[src/rtl/regfile_wb_pkg.sv]
// Shared types and default sizing for the register-file write-back arbiter.
// The default widths here set the port widths of regfile_wb_arbiter and wb_kill_fifo.
package regfile_wb_pkg;

    localparam int D_WIDTH_DEF    = 32;
    localparam int A_WIDTH_DEF    = 5;
    localparam int LQ_DEPTH_DEF   = 2;
    localparam int STARVE_MAX_DEF = 4;

    // One register-file write request: destination and value.
    typedef struct packed {
        logic [A_WIDTH_DEF-1:0] rd;
        logic [D_WIDTH_DEF-1:0] data;
    } wb_req_t;

    // This enum records which source owns the write port in a given cycle.
    typedef enum logic [1:0] {
        SRC_NONE = 2'd0,
        SRC_ALU  = 2'd1,
        SRC_LD   = 2'd2
    } arb_src_t;

endpackage

[src/rtl/regfile_wb_arbiter_wb_kill_fifo.sv]
// wb_kill_fifo: the buffer for load results that are waiting for the write port.
// Each entry holds {live, rd, data}. A kill request clears the live bit of every
// entry whose rd matches, including an entry written in the same cycle. The
// consumer pops dead entries without issuing a write.
// Pointers carry one extra bit, so a full FIFO and an empty FIFO can be told apart.
// Optional feature: when WB_BYPASS_EN is defined, live_mask flags every register
// that has a live entry. When WB_BYPASS_EN is undefined, live_mask is tied to zero.
module wb_kill_fifo
    import regfile_wb_pkg::*;
#(
    parameter int D_WIDTH = D_WIDTH_DEF,
    parameter int A_WIDTH = A_WIDTH_DEF,
    parameter int DEPTH   = LQ_DEPTH_DEF
) (
    input  logic                  clk,
    input  logic                  rst,
    input  logic                  push,
    input  logic [A_WIDTH-1:0]    push_rd,
    input  logic [D_WIDTH-1:0]    push_data,
    input  logic                  pop,
    input  logic                  kill_en,
    input  logic [A_WIDTH-1:0]    kill_rd,
    output logic                  full,
    output logic                  empty,
    output logic                  head_live,
    output logic [A_WIDTH-1:0]    head_rd,
    output logic [D_WIDTH-1:0]    head_data,
    output logic [2**A_WIDTH-1:0] live_mask
);

    localparam int IDX_W = $clog2(DEPTH);
    localparam int PTR_W = IDX_W + 1;

    logic [PTR_W-1:0] wr_ptr_q, wr_ptr_d;
    logic [PTR_W-1:0] rd_ptr_q, rd_ptr_d;
    logic [DEPTH-1:0] live_q, live_d;
    logic [A_WIDTH-1:0] rd_mem_q   [DEPTH];
    logic [A_WIDTH-1:0] rd_mem_d   [DEPTH];
    logic [D_WIDTH-1:0] data_mem_q [DEPTH];
    logic [D_WIDTH-1:0] data_mem_d [DEPTH];

    logic [IDX_W-1:0] wr_idx;
    logic [IDX_W-1:0] rd_idx;

    assign wr_idx = wr_ptr_q[IDX_W-1:0];
    assign rd_idx = rd_ptr_q[IDX_W-1:0];

    // The indices are equal when the FIFO is full or empty. The wrap bit tells the two cases apart.
    assign empty = (wr_ptr_q == rd_ptr_q);
    assign full  = (wr_idx == rd_idx) && (wr_ptr_q[IDX_W] != rd_ptr_q[IDX_W]);

    // The head is visible to the arbiter. Live bits of vacant slots are always 0.
    assign head_live = !empty && live_q[rd_idx];
    assign head_rd   = rd_mem_q[rd_idx];
    assign head_data = data_mem_q[rd_idx];

    // Next-state logic: kill, then pop the head, then push into the tail slot.
    always_comb begin
        // NOTE: every variable gets a default first, so no path leaves it unassigned and no latch is inferred.
        wr_ptr_d   = wr_ptr_q;
        rd_ptr_d   = rd_ptr_q;
        live_d     = live_q;
        rd_mem_d   = rd_mem_q;
        data_mem_d = data_mem_q;

        if (kill_en) begin
            for (int i = 0; i < DEPTH; i++) begin
                if (rd_mem_q[i] == kill_rd) begin
                    live_d[i] = 1'b0;
                end
            end
        end

        if (pop) begin
            live_d[rd_idx] = 1'b0;
            rd_ptr_d       = rd_ptr_q + PTR_W'(1);
        end

        if (push) begin
            // A younger ALU write to the same rd in this cycle makes the new entry dead on arrival.
            live_d[wr_idx]     = !(kill_en && (push_rd == kill_rd));
            rd_mem_d[wr_idx]   = push_rd;
            data_mem_d[wr_idx] = push_data;
            wr_ptr_d           = wr_ptr_q + PTR_W'(1);
        end
    end

    // Control state: pointers and live bits. Reset discards every buffered entry.
    always_ff @(posedge clk) begin
        // NOTE: sequential state is updated with non-blocking assignments, so every flop samples pre-edge values.
        if (rst) begin
            wr_ptr_q <= '0;
            rd_ptr_q <= '0;
            live_q   <= '0;
        end else begin
            wr_ptr_q <= wr_ptr_d;
            rd_ptr_q <= rd_ptr_d;
            live_q   <= live_d;
        end
    end

    // Payload storage for the entries.
    always_ff @(posedge clk) begin
        // NOTE: the payload array has no reset. Only the live bits decide whether an entry is valid.
        rd_mem_q   <= rd_mem_d;
        data_mem_q <= data_mem_d;
    end

`ifdef WB_BYPASS_EN
    // Hazard mask: one bit per register that has a live entry.
    always_comb begin
        live_mask = '0;
        for (int i = 0; i < DEPTH; i++) begin
            if (live_q[i]) begin
                live_mask[rd_mem_q[i]] = 1'b1;
            end
        end
    end
`else
    assign live_mask = '0;
`endif

endmodule

[src/rtl/regfile_wb_arbiter.sv]
// regfile_wb_arbiter: the only driver of the register-file write port (WE3/AD3/WD3).
// Single-cycle ALU results take priority over buffered load results.
// An ALU write kills every older buffered load that targets the same register (WAW ordering).
// No write to x0 ever leaves this block.
// If the load head loses STARVE_MAX times in a row, alu_stall is asserted for one
// cycle so that the head can drain.
// Optional feature: WB_BYPASS_EN drives pend_mask from the live load entries.
// When WB_BYPASS_EN is undefined, pend_mask is zero.
module regfile_wb_arbiter
    import regfile_wb_pkg::*;
#(
    parameter int D_WIDTH    = D_WIDTH_DEF,
    parameter int A_WIDTH    = A_WIDTH_DEF,
    parameter int LQ_DEPTH   = LQ_DEPTH_DEF,
    parameter int STARVE_MAX = STARVE_MAX_DEF
) (
    input  logic                  clk,
    input  logic                  rst,
    input  logic                  alu_valid,
    input  logic [A_WIDTH-1:0]    alu_rd,
    input  logic [D_WIDTH-1:0]    alu_data,
    input  logic                  ld_valid,
    output logic                  ld_ready,
    input  logic [A_WIDTH-1:0]    ld_rd,
    input  logic [D_WIDTH-1:0]    ld_data,
    output logic                  alu_stall,
    output logic                  WE3,
    output logic [A_WIDTH-1:0]    AD3,
    output logic [D_WIDTH-1:0]    WD3,
    output logic [2**A_WIDTH-1:0] pend_mask
);

    localparam int CNT_W = $clog2(STARVE_MAX + 1);

    logic                 fifo_full;
    logic                 fifo_empty;
    logic                 head_live;
    logic [A_WIDTH-1:0]   head_rd;
    logic [D_WIDTH-1:0]   head_data;
    logic                 ld_accept;
    logic                 ld_push;
    logic                 alu_req;
    logic                 fifo_pop;
    logic                 kill_en;
    arb_src_t             src;

    logic                 we3_q, we3_d;
    logic [A_WIDTH-1:0]   ad3_q, ad3_d;
    logic [D_WIDTH-1:0]   wd3_q, wd3_d;
    logic                 alu_stall_q, alu_stall_d;
    logic [CNT_W-1:0]     starve_q, starve_d;

    // Handshake. A full FIFO refuses loads even if the head pops in the same cycle.
    assign ld_ready  = !fifo_full && !rst;
    assign ld_accept = ld_valid && ld_ready;
    // Loads to x0 complete the handshake but are not stored.
    assign ld_push   = ld_accept && (ld_rd != '0);
    // ALU results to x0 never compete for the port.
    assign alu_req   = alu_valid && (alu_rd != '0);

    // Select the port owner for this cycle. A forced stall lets the load head win regardless of the ALU.
    always_comb begin
        src = SRC_NONE;
        if (alu_stall_q) begin
            if (head_live) begin
                src = SRC_LD;
            end
        end else if (alu_req) begin
            src = SRC_ALU;
        end else if (head_live) begin
            src = SRC_LD;
        end
    end

    // A live head pops only when it wins. A dead head pops without using the port.
    assign fifo_pop = !fifo_empty && (!head_live || (src == SRC_LD));
    assign kill_en  = (src == SRC_ALU);

    wb_kill_fifo #(
        .D_WIDTH (D_WIDTH),
        .A_WIDTH (A_WIDTH),
        .DEPTH   (LQ_DEPTH)
    ) u_lq (
        .clk       (clk),
        .rst       (rst),
        .push      (ld_push),
        .push_rd   (ld_rd),
        .push_data (ld_data),
        .pop       (fifo_pop),
        .kill_en   (kill_en),
        .kill_rd   (alu_rd),
        .full      (fifo_full),
        .empty     (fifo_empty),
        .head_live (head_live),
        .head_rd   (head_rd),
        .head_data (head_data),
        .live_mask (pend_mask)
    );

    // Next write-port value. AD3/WD3 hold their previous value while WE3 is low.
    always_comb begin
        we3_d = (src != SRC_NONE);
        ad3_d = ad3_q;
        wd3_d = wd3_q;
        unique case (src)
            SRC_ALU: begin
                ad3_d = alu_rd;
                wd3_d = alu_data;
            end
            SRC_LD: begin
                ad3_d = head_rd;
                wd3_d = head_data;
            end
            default: ;
        endcase
    end

    // Starvation relief. Count the consecutive losses of a live head to the ALU.
    // The STARVE_MAX-th loss raises alu_stall for the next cycle only.
    always_comb begin
        starve_d    = starve_q;
        alu_stall_d = 1'b0;
        if (fifo_empty || fifo_pop) begin
            starve_d = '0;
        end else if (head_live && (src == SRC_ALU)) begin
            if (starve_q == CNT_W'(STARVE_MAX - 1)) begin
                starve_d    = '0;
                alu_stall_d = 1'b1;
            end else begin
                starve_d = starve_q + CNT_W'(1);
            end
        end
    end

    // Output registers and the starvation state. Reset issues no write.
    always_ff @(posedge clk) begin
        if (rst) begin
            we3_q       <= 1'b0;
            ad3_q       <= '0;
            wd3_q       <= '0;
            alu_stall_q <= 1'b0;
            starve_q    <= '0;
        end else begin
            we3_q       <= we3_d;
            ad3_q       <= ad3_d;
            wd3_q       <= wd3_d;
            alu_stall_q <= alu_stall_d;
            starve_q    <= starve_d;
        end
    end

    assign WE3       = we3_q;
    assign AD3       = ad3_q;
    assign WD3       = wd3_q;
    assign alu_stall = alu_stall_q;

endmodule

[config.mk]
export PLATFORM = sky130hd
export DESIGN_NAME = regfile_wb_arbiter
export DESIGN_NICKNAME = d
export VERILOG_FILES = /design/src/rtl/regfile_wb_pkg.sv /design/src/rtl/regfile_wb_arbiter_wb_kill_fifo.sv /design/src/rtl/regfile_wb_arbiter.sv
export SDC_FILE = /design/constraint.sdc
export NUM_CORES = 1
export LEC_CHECK = 0
export ABC_AREA = 1
export CAP_MARGIN = 40
export CORE_MARGIN = 2
export CORE_UTILIZATION = 38
export CTS_BUF_LIST = sky130_fd_sc_hd__clkbuf_16
export DETAILED_ROUTE_END_ITERATION = 10
export DONT_BUFFER_PORTS = 1
export GPL_ROUTABILITY_DRIVEN = 0
export PLACE_DENSITY = 0.54
export RECOVER_POWER = 25
export SLEW_MARGIN = 15
export SYNTH_ARGS = -nofsm -noshare
export SYNTH_HDL_FRONTEND = slang
export SYNTH_SLANG_ARGS = --single-unit
[constraint.sdc]
create_clock -name clk -period 2.8 [get_ports clk]
set_clock_uncertainty 0.15 [all_clocks]
set_input_delay 0.56 -clock clk [delete_from_list [all_inputs] [get_ports clk]]
set_output_delay 0.56 -clock clk [all_outputs]
set_load 0.01 [all_outputs]
Yosys cells after proc, flatten, opt, wreduce, memory -nomap -nowiden
Cells that the tools add are included.
{"block": "classes", "add_sub_neg": 3, "multipliers": 0, "div_mod_pow": 0, "magnitude_cmp": 7, "eq_ne": 9, "n_shift": 0, "mux": 31, "bitwise_logic": 5, "n_reduce_logical": 25}
{"cell": "32-bit 2-to-1 mux", "n": 4}
{"cell": "64-bit bitwise mux", "n": 1}
{"cell": "32-bit case mux with 2 select lines", "n": 1}
{"cell": "32-bit demux with 1-bit select", "n": 1}
{"cell": "5-bit 2-to-1 mux", "n": 4}
{"cell": "5-bit equality test", "n": 3}
{"cell": "1-bit logical AND", "n": 12}
{"cell": "2-bit 2-to-1 mux", "n": 6}
{"cell": "10-bit bitwise mux", "n": 1}
{"cell": "5-bit case mux with 2 select lines", "n": 1}
{"cell": "5-bit nonzero test", "n": 2}
{"cell": "1-bit 2-to-1 mux", "n": 7}
{"cell": "5-bit demux with 1-bit select", "n": 1}
{"cell": "1-bit logical NOT", "n": 5}
{"cell": "2-bit by 1-bit adder with 2-bit output, second input constant", "n": 2}
{"cell": "2-bit greater-or-equal comparator, second input constant", "n": 2}
{"cell": "1-bit by 2-bit less-than comparator with 1-bit output, second input constant", "n": 2}
{"cell": "1-bit NOT with 2-bit output", "n": 2}
{"cell": "2-bit nonzero test", "n": 2}
{"cell": "3-bit by 1-bit adder with 3-bit output, second input constant", "n": 1}
{"cell": "3-bit by 2-bit equality test with 1-bit output, second input constant", "n": 1}
{"cell": "3-bit 2-to-1 mux", "n": 1}
{"cell": "3-bit OR reduction", "n": 1}
{"cell": "2-bit bitwise AND", "n": 1}
{"cell": "other kinds (13)", "n": 16}
{"block": "totals", "regBits": 122, "latch_bits": 0, "ram_bits": 0, "romBits": 0, "input_bits": 78, "out_inout_bits": 72, "word_cells": 92, "memories": 0}

Logic depth before layout (Yosys ltp)
{"block": "logic_depth", "word_depth": 12, "mapped_depth": 11}

Cells and area by module
Synthesis repeated with hierarchy kept, for this count alone.
{"block": "unflattened", "cells_unflattened": 655, "hier_area_um2": 5610.4}
{"module": "wb_kill_fifo", "instances": 1, "cells_each": 336, "area_each_um2": 3507.1, "seq_area_each_um2": 2342.2}
{"module": "regfile_wb_arbiter", "instances": 1, "cells_each": 319, "area_each_um2": 2103.3, "seq_area_each_um2": 840.8}

Least setup slack after synthesis
No wires, ideal clock.
{"block": "synth_timing", "kind": "input-to-reg", "from": "in rst", "to": "reg u_lq.data_mem_q[32] (netlist bit), enable pin", "arrival_time_ns": 2.131, "t_required_ns": 2.247, "path_slack_ns": 0.116, "path_stages": 6, "path_buffers": 1, "cell_sequence": "buf_2 -> inv_1 -> nand2_1 -> nor2_2 -> inv_1 -> nor2_2"}
{"block": "synth_between", "elab_chain_len": 4}
{"item": "start, declared", "line_no": "regfile_wb_arbiter.sv:18", "rtl": "input logic rst,"}
{"item": "1-bit logical NOT", "line_no": "regfile_wb_arbiter.sv:54", "rtl": "assign ld_ready = !fifo_full && !rst;"}
{"item": "1-bit logical AND", "line_no": "regfile_wb_arbiter.sv:54"}
{"item": "1-bit logical AND", "line_no": "regfile_wb_arbiter.sv:55", "rtl": "assign ld_accept = ld_valid && ld_ready;"}
{"item": "1-bit logical AND", "line_no": "regfile_wb_arbiter.sv:57", "rtl": "assign ld_push = ld_accept && (ld_rd != '0);"}
{"item": "end signal, assigned", "line_no": "regfile_wb_arbiter_wb_kill_fifo.sv:106", "rtl": "data_mem_q <= data_mem_d;"}
{"item": "end, declared", "line_no": "regfile_wb_arbiter_wb_kill_fifo.sv:39", "rtl": "logic [D_WIDTH-1:0] data_mem_q [DEPTH];"}
No other way between the ends.
A chain may end at the register's enable or synchronous reset.

Worst setup path after layout
{"block": "layout_timing", "from": "reg u_lq.rd_ptr_q[0]", "to": "reg wd3_q[25], in the netlist WD3[25]"}
{"block": "layout_between", "elab_chain_len": 8, "elab_cells_between_ends": 16}
{"item": "start, declared", "line_no": "regfile_wb_arbiter_wb_kill_fifo.sv:35", "rtl": "logic [PTR_W-1:0] rd_ptr_q, rd_ptr_d;"}
{"item": "start signal, assigned", "line_no": "regfile_wb_arbiter_wb_kill_fifo.sv:97", "rtl": "rd_ptr_q <= rd_ptr_d;"}
{"item": "2-bit equality test or 1-bit 2-to-1 mux (tied branches)", "line_no": "regfile_wb_arbiter_wb_kill_fifo.sv:49, regfile_wb_arbiter_wb_kill_fifo.sv:53"}
{"item": "1-bit logical NOT or 1-bit 2-to-1 mux (tied branches)", "line_no": "regfile_wb_arbiter_wb_kill_fifo.sv:53", "rtl": "assign head_live = !empty && live_q[rd_idx];"}
{"item": "1-bit logical AND", "line_no": "regfile_wb_arbiter_wb_kill_fifo.sv:53"}
{"item": "2-bit 2-to-1 mux", "line_no": "regfile_wb_arbiter.sv:65, regfile_wb_arbiter.sv:70"}
{"item": "2-bit 2-to-1 mux", "line_no": "regfile_wb_arbiter.sv:68", "rtl": "end else if (alu_req) begin"}
{"item": "2-bit 2-to-1 mux", "line_no": "regfile_wb_arbiter.sv:64", "rtl": "if (alu_stall_q) begin"}
{"item": "2-bit equality test or 2-bit by 1-bit equality test with 1-bit output (tied branches)", "line_no": "regfile_wb_arbiter.sv:105", "rtl": "unique case (src)"}
{"item": "32-bit case mux with 2 select lines or 2-bit nonzero test (tied branches)"}
{"item": "end signal, assigned", "line_no": "regfile_wb_arbiter.sv:146", "rtl": "wd3_q <= wd3_d;"}
{"item": "end, declared", "line_no": "regfile_wb_arbiter.sv:49", "rtl": "logic [D_WIDTH-1:0] wd3_q, wd3_d;"}
Several ways; a longest one is shown, not always the timed one. The select of a mux whose other input is x is not followed.

==> summary.md <==
| Metric | Value |
|---|---|
| Slew Limit Fails | 0 |
| Antenna viol nets, final | 0 |
| Fillers | 1276 |
| DR WL/cell | between 15 and 20 um |
| Drt first pass iters | 5 |
| CTS Buffer Depth | 2 |
| Status | completed |
| Die W | 120 um |
| Clock latency on the worst-skew pair | 410 ps |
| Asr flop ratio synth | 0 |
| Top FF cell, synth | edfxtp_1 |
| Arrival time worst endpoint | about 2500 ps |
| Final cell count without fillers | 688 |
| Yosys top cell area share | 0.432 |
| Synth top area cells | edfxtp_1 43%, dfxtp_1 19%, o21ai_0 7.4% |
| Via-per-instance ratio | 4.78 |
| Worst-path clk slew | about 50 ps |
| Uppermost layer routed | met5 |
| Starting DRT DRC Count | 231 |
| CTS tree | done |
| Number of flops mapped to enable cells by yosys | 74 |
| Hold-fix buffers, CTS | 0 |
| Worst Reg-to-Reg Cells | 7 |
| Global-route wire length before repair | 17.1 mm |
| Met3 wire length | 1.15 mm |
| Post-cts repair resize count | 0 |
| Area Overhead vs Synth | 11.0% |
| Setup TNS | 0 ps |
| Detail Placement HPWL | between 7 and 8 mm |
| I/O Pins | 150 |
| Required time worst endpoint | 2980 ps |
| Routed wire length | roughly 11 mm |
| Slew @ Worst Pin | roughly 840 ps |
| Core area | 13200 sq um |
| Post-CTS setup buffer count | 0 |
| Slew margin rel. | 0.436 |
| Critical path class | reg -> reg |
| Netlist Area Pre-Place | 5140 sq um |
| Max Clk Rate | 0.438 GHz |
| Vias in the first global route | ~3200 |
| Largest net degree at the start of global routing | 42 |
| Root buffer cell | clkbuf_16 |
| Synth Register Bits | approximately 120 |
| Crit path time final | approximately 2300 ps |
| Port Buffer Count | 0 |
| Final Hold Violating Endpoints | 0 |
| Post-synthesis sequential area ratio | 0.619 |
| Die Area | 14500 sq um |
| Mapped Cells | 502 |
| Initial Util | 0.388 |
| Total track usage | 0.160 |
| Power Density | 870 nW/um^2 |
| Total gr overflow | 0 |
| Synth unique cells | 34 |
| Tot Pwr | about 5.0 mW |
| Crit path launch type | register |
| Reg2reg end | WD3[25]$_SDFFE_PP0P_ |
| Setup Viol. Count Final | 0 |
| DR vias | 3289 |
| Area leader, netlist | edfxtp_1 |
| Worst Setup EP | WD3[25]$_SDFFE_PP0P_ |
| Reg-to-Reg Start | u_lq.rd_ptr_q[0]$_SDFFE_PP0N_ |
| Yosys warning count | 0 |
| Placed Instances | approximately 660 |
| Wl on met1 | 4.59 mm |
| Total clock buffers created by CTS | 17 |
| Most frequent cells after synthesis | 76 x o21ai_0, 74 x edfxtp_1, 74 x nor2_1, 64 x nand2_1, 48 x dfxtp_1 |
| Row cnt | 42 |
| Met2 wire length | 5.01 mm |
| CP startpoint | u_lq.rd_ptr_q[0]$_SDFFE_PP0N_ |
| HP Class | in -> reg |
| R2r setup slk | between 500 and 600 ps |
| RSZ-0062 raised after global routing | false |
| Residual DRC | 0 |
| Antenna cells | 0 |
| Worst setup EP type | register |
| Initial antenna violation count | 1 |
| Worst vdd ir | 0.461 mV |
| Layout cells sized above 1 | 0.0977 |
| Worst setup margin | just over 500 ps |
| LEAKAGE | between 2 and 2.5 nW |
| Pre-CTS WS | between 400 and 500 ps |
| DIE HEIGHT | 120 um |
| Fin crit share | 0.816 |
| Count leader, synth | o21ai_0 |
| Avg Inst Size Synth | 10.2 sq um |
| Number of max-cap violations | 0 |
| H-tree level count | 4 |
| Clock sink count | 122 |
| Final net count | 578 |
| Crit-path max FO | 41 |
-- flip-flops by register name, summed over array words and instances (netlist names) --
name             cells
u_lq.rd_mem_q       10
u_lq.data_mem_q     64
alu_stall            1
AD3                  5
WE3                  1
u_lq.wr_ptr_q        2
u_lq.rd_ptr_q        2
WD3                 32
starve_q             3
u_lq.live_q          2
-- where the power goes --
part | internal, mW | total (mW) | switching [mW] | leakage [nW]
sequential | 2.10 | 2.26 | 0.154 | 1.07
clock | 1.33 | 2.05 | 0.721 | 0.290
combinational | 0.197 | 0.661 | 0.464 | 0.738
-- metrics by stage --
step	area, sq um	hold slack (ps)	utilization
after global placement	5150	266	0.389
final	5710	61.9	0.431
after global routing	5710	37.5	0.431
after floorplan	5260	255	-
after CTS	5710	38.2	0.431
after detailed placement	5150	268	0.389
-- cell usage in the layout, fill, tap and decap left out, types with 3 or more instances in the layout --
master      n
a21oi_1     9
a31oi_1     4
buf_4       5
clkbuf_16  18
clkinv_1    4
clkinv_2    3
conb_1     32
dfxtp_1    47
edfxtp_1   74
inv_1      16
inv_2       3
nand2_1    64
nand2_4     4
nand3_1    12
nor2_1     74
nor3_1      3
o211ai_1    3
o21ai_0    76
o21ai_1    24
or2_2       3
xnor2_1     4
xor2_1     11
-- critical path: stages (launching register included) --
cell and delay (ps):
dfxtp_2 340, buf_4 420, a21oi_2 150, nand2_4 170
nand2_4 70, nor2_4 650, nand2_1 110, o21ai_1 120
-- worst min path at each step --
stage                                end  depth (start not counted)  slack, ps                     start
6_report       u_lq.live_q[0]$_SDFF_PP0_                          1         60                       rst
5_1_grt        u_lq.live_q[0]$_SDFF_PP0_                          1         40                       rst
4_1_cts        u_lq.live_q[1]$_SDFF_PP0_                          1         40                       rst
3_5_place_dp    starve_q[0]$_SDFFE_PP0N_                          1        270  starve_q[0]$_SDFFE_PP0N_
3_3_place_gp    starve_q[0]$_SDFFE_PP0N_                          1        270  starve_q[0]$_SDFFE_PP0N_
2_1_floorplan   starve_q[0]$_SDFFE_PP0N_                          1        250  starve_q[0]$_SDFFE_PP0N_
-- layout make-up --
cell class | count | area (sq um) | share of cell area
flip-flops and latches | 122 | 3180 | 0.558
well taps | 176 | 220 | 0.0386
inverters | 16 | 62.6 | 0.0110
multi-input cells | 336 | 1620 | 0.284
repair buffers | 6 | 57.6 | 0.0101
clock inverters | 14 | 113 | 0.0197
clock buffers | 18 | 450 | 0.0789
-- routing by layer --
layer | GRT usage | vias up
met5 | 0 | -
met2 | 0.254 | 138
li1 | - | 1634
met1 | 0.184 | 1497
met4 | 0.0596 | 2
met3 | 0.0844 | 18
-- kinds of logic (layout without fill, tap and decap cells) --
kind of cell	after synthesis	in the layout	synth area share
buffers and inverters	75	54	0.0893
adders and majority gates	1	1	0.00243
other	1	32	0.000729
DFF	122	122	0.619
AOI/OAI and AO/OA	117	117	0.117
xor gates and xnor gates	15	15	0.0255
and+or+nand+nor	171	171	0.146
Note: power is estimated with default switching activity, not from simulation.
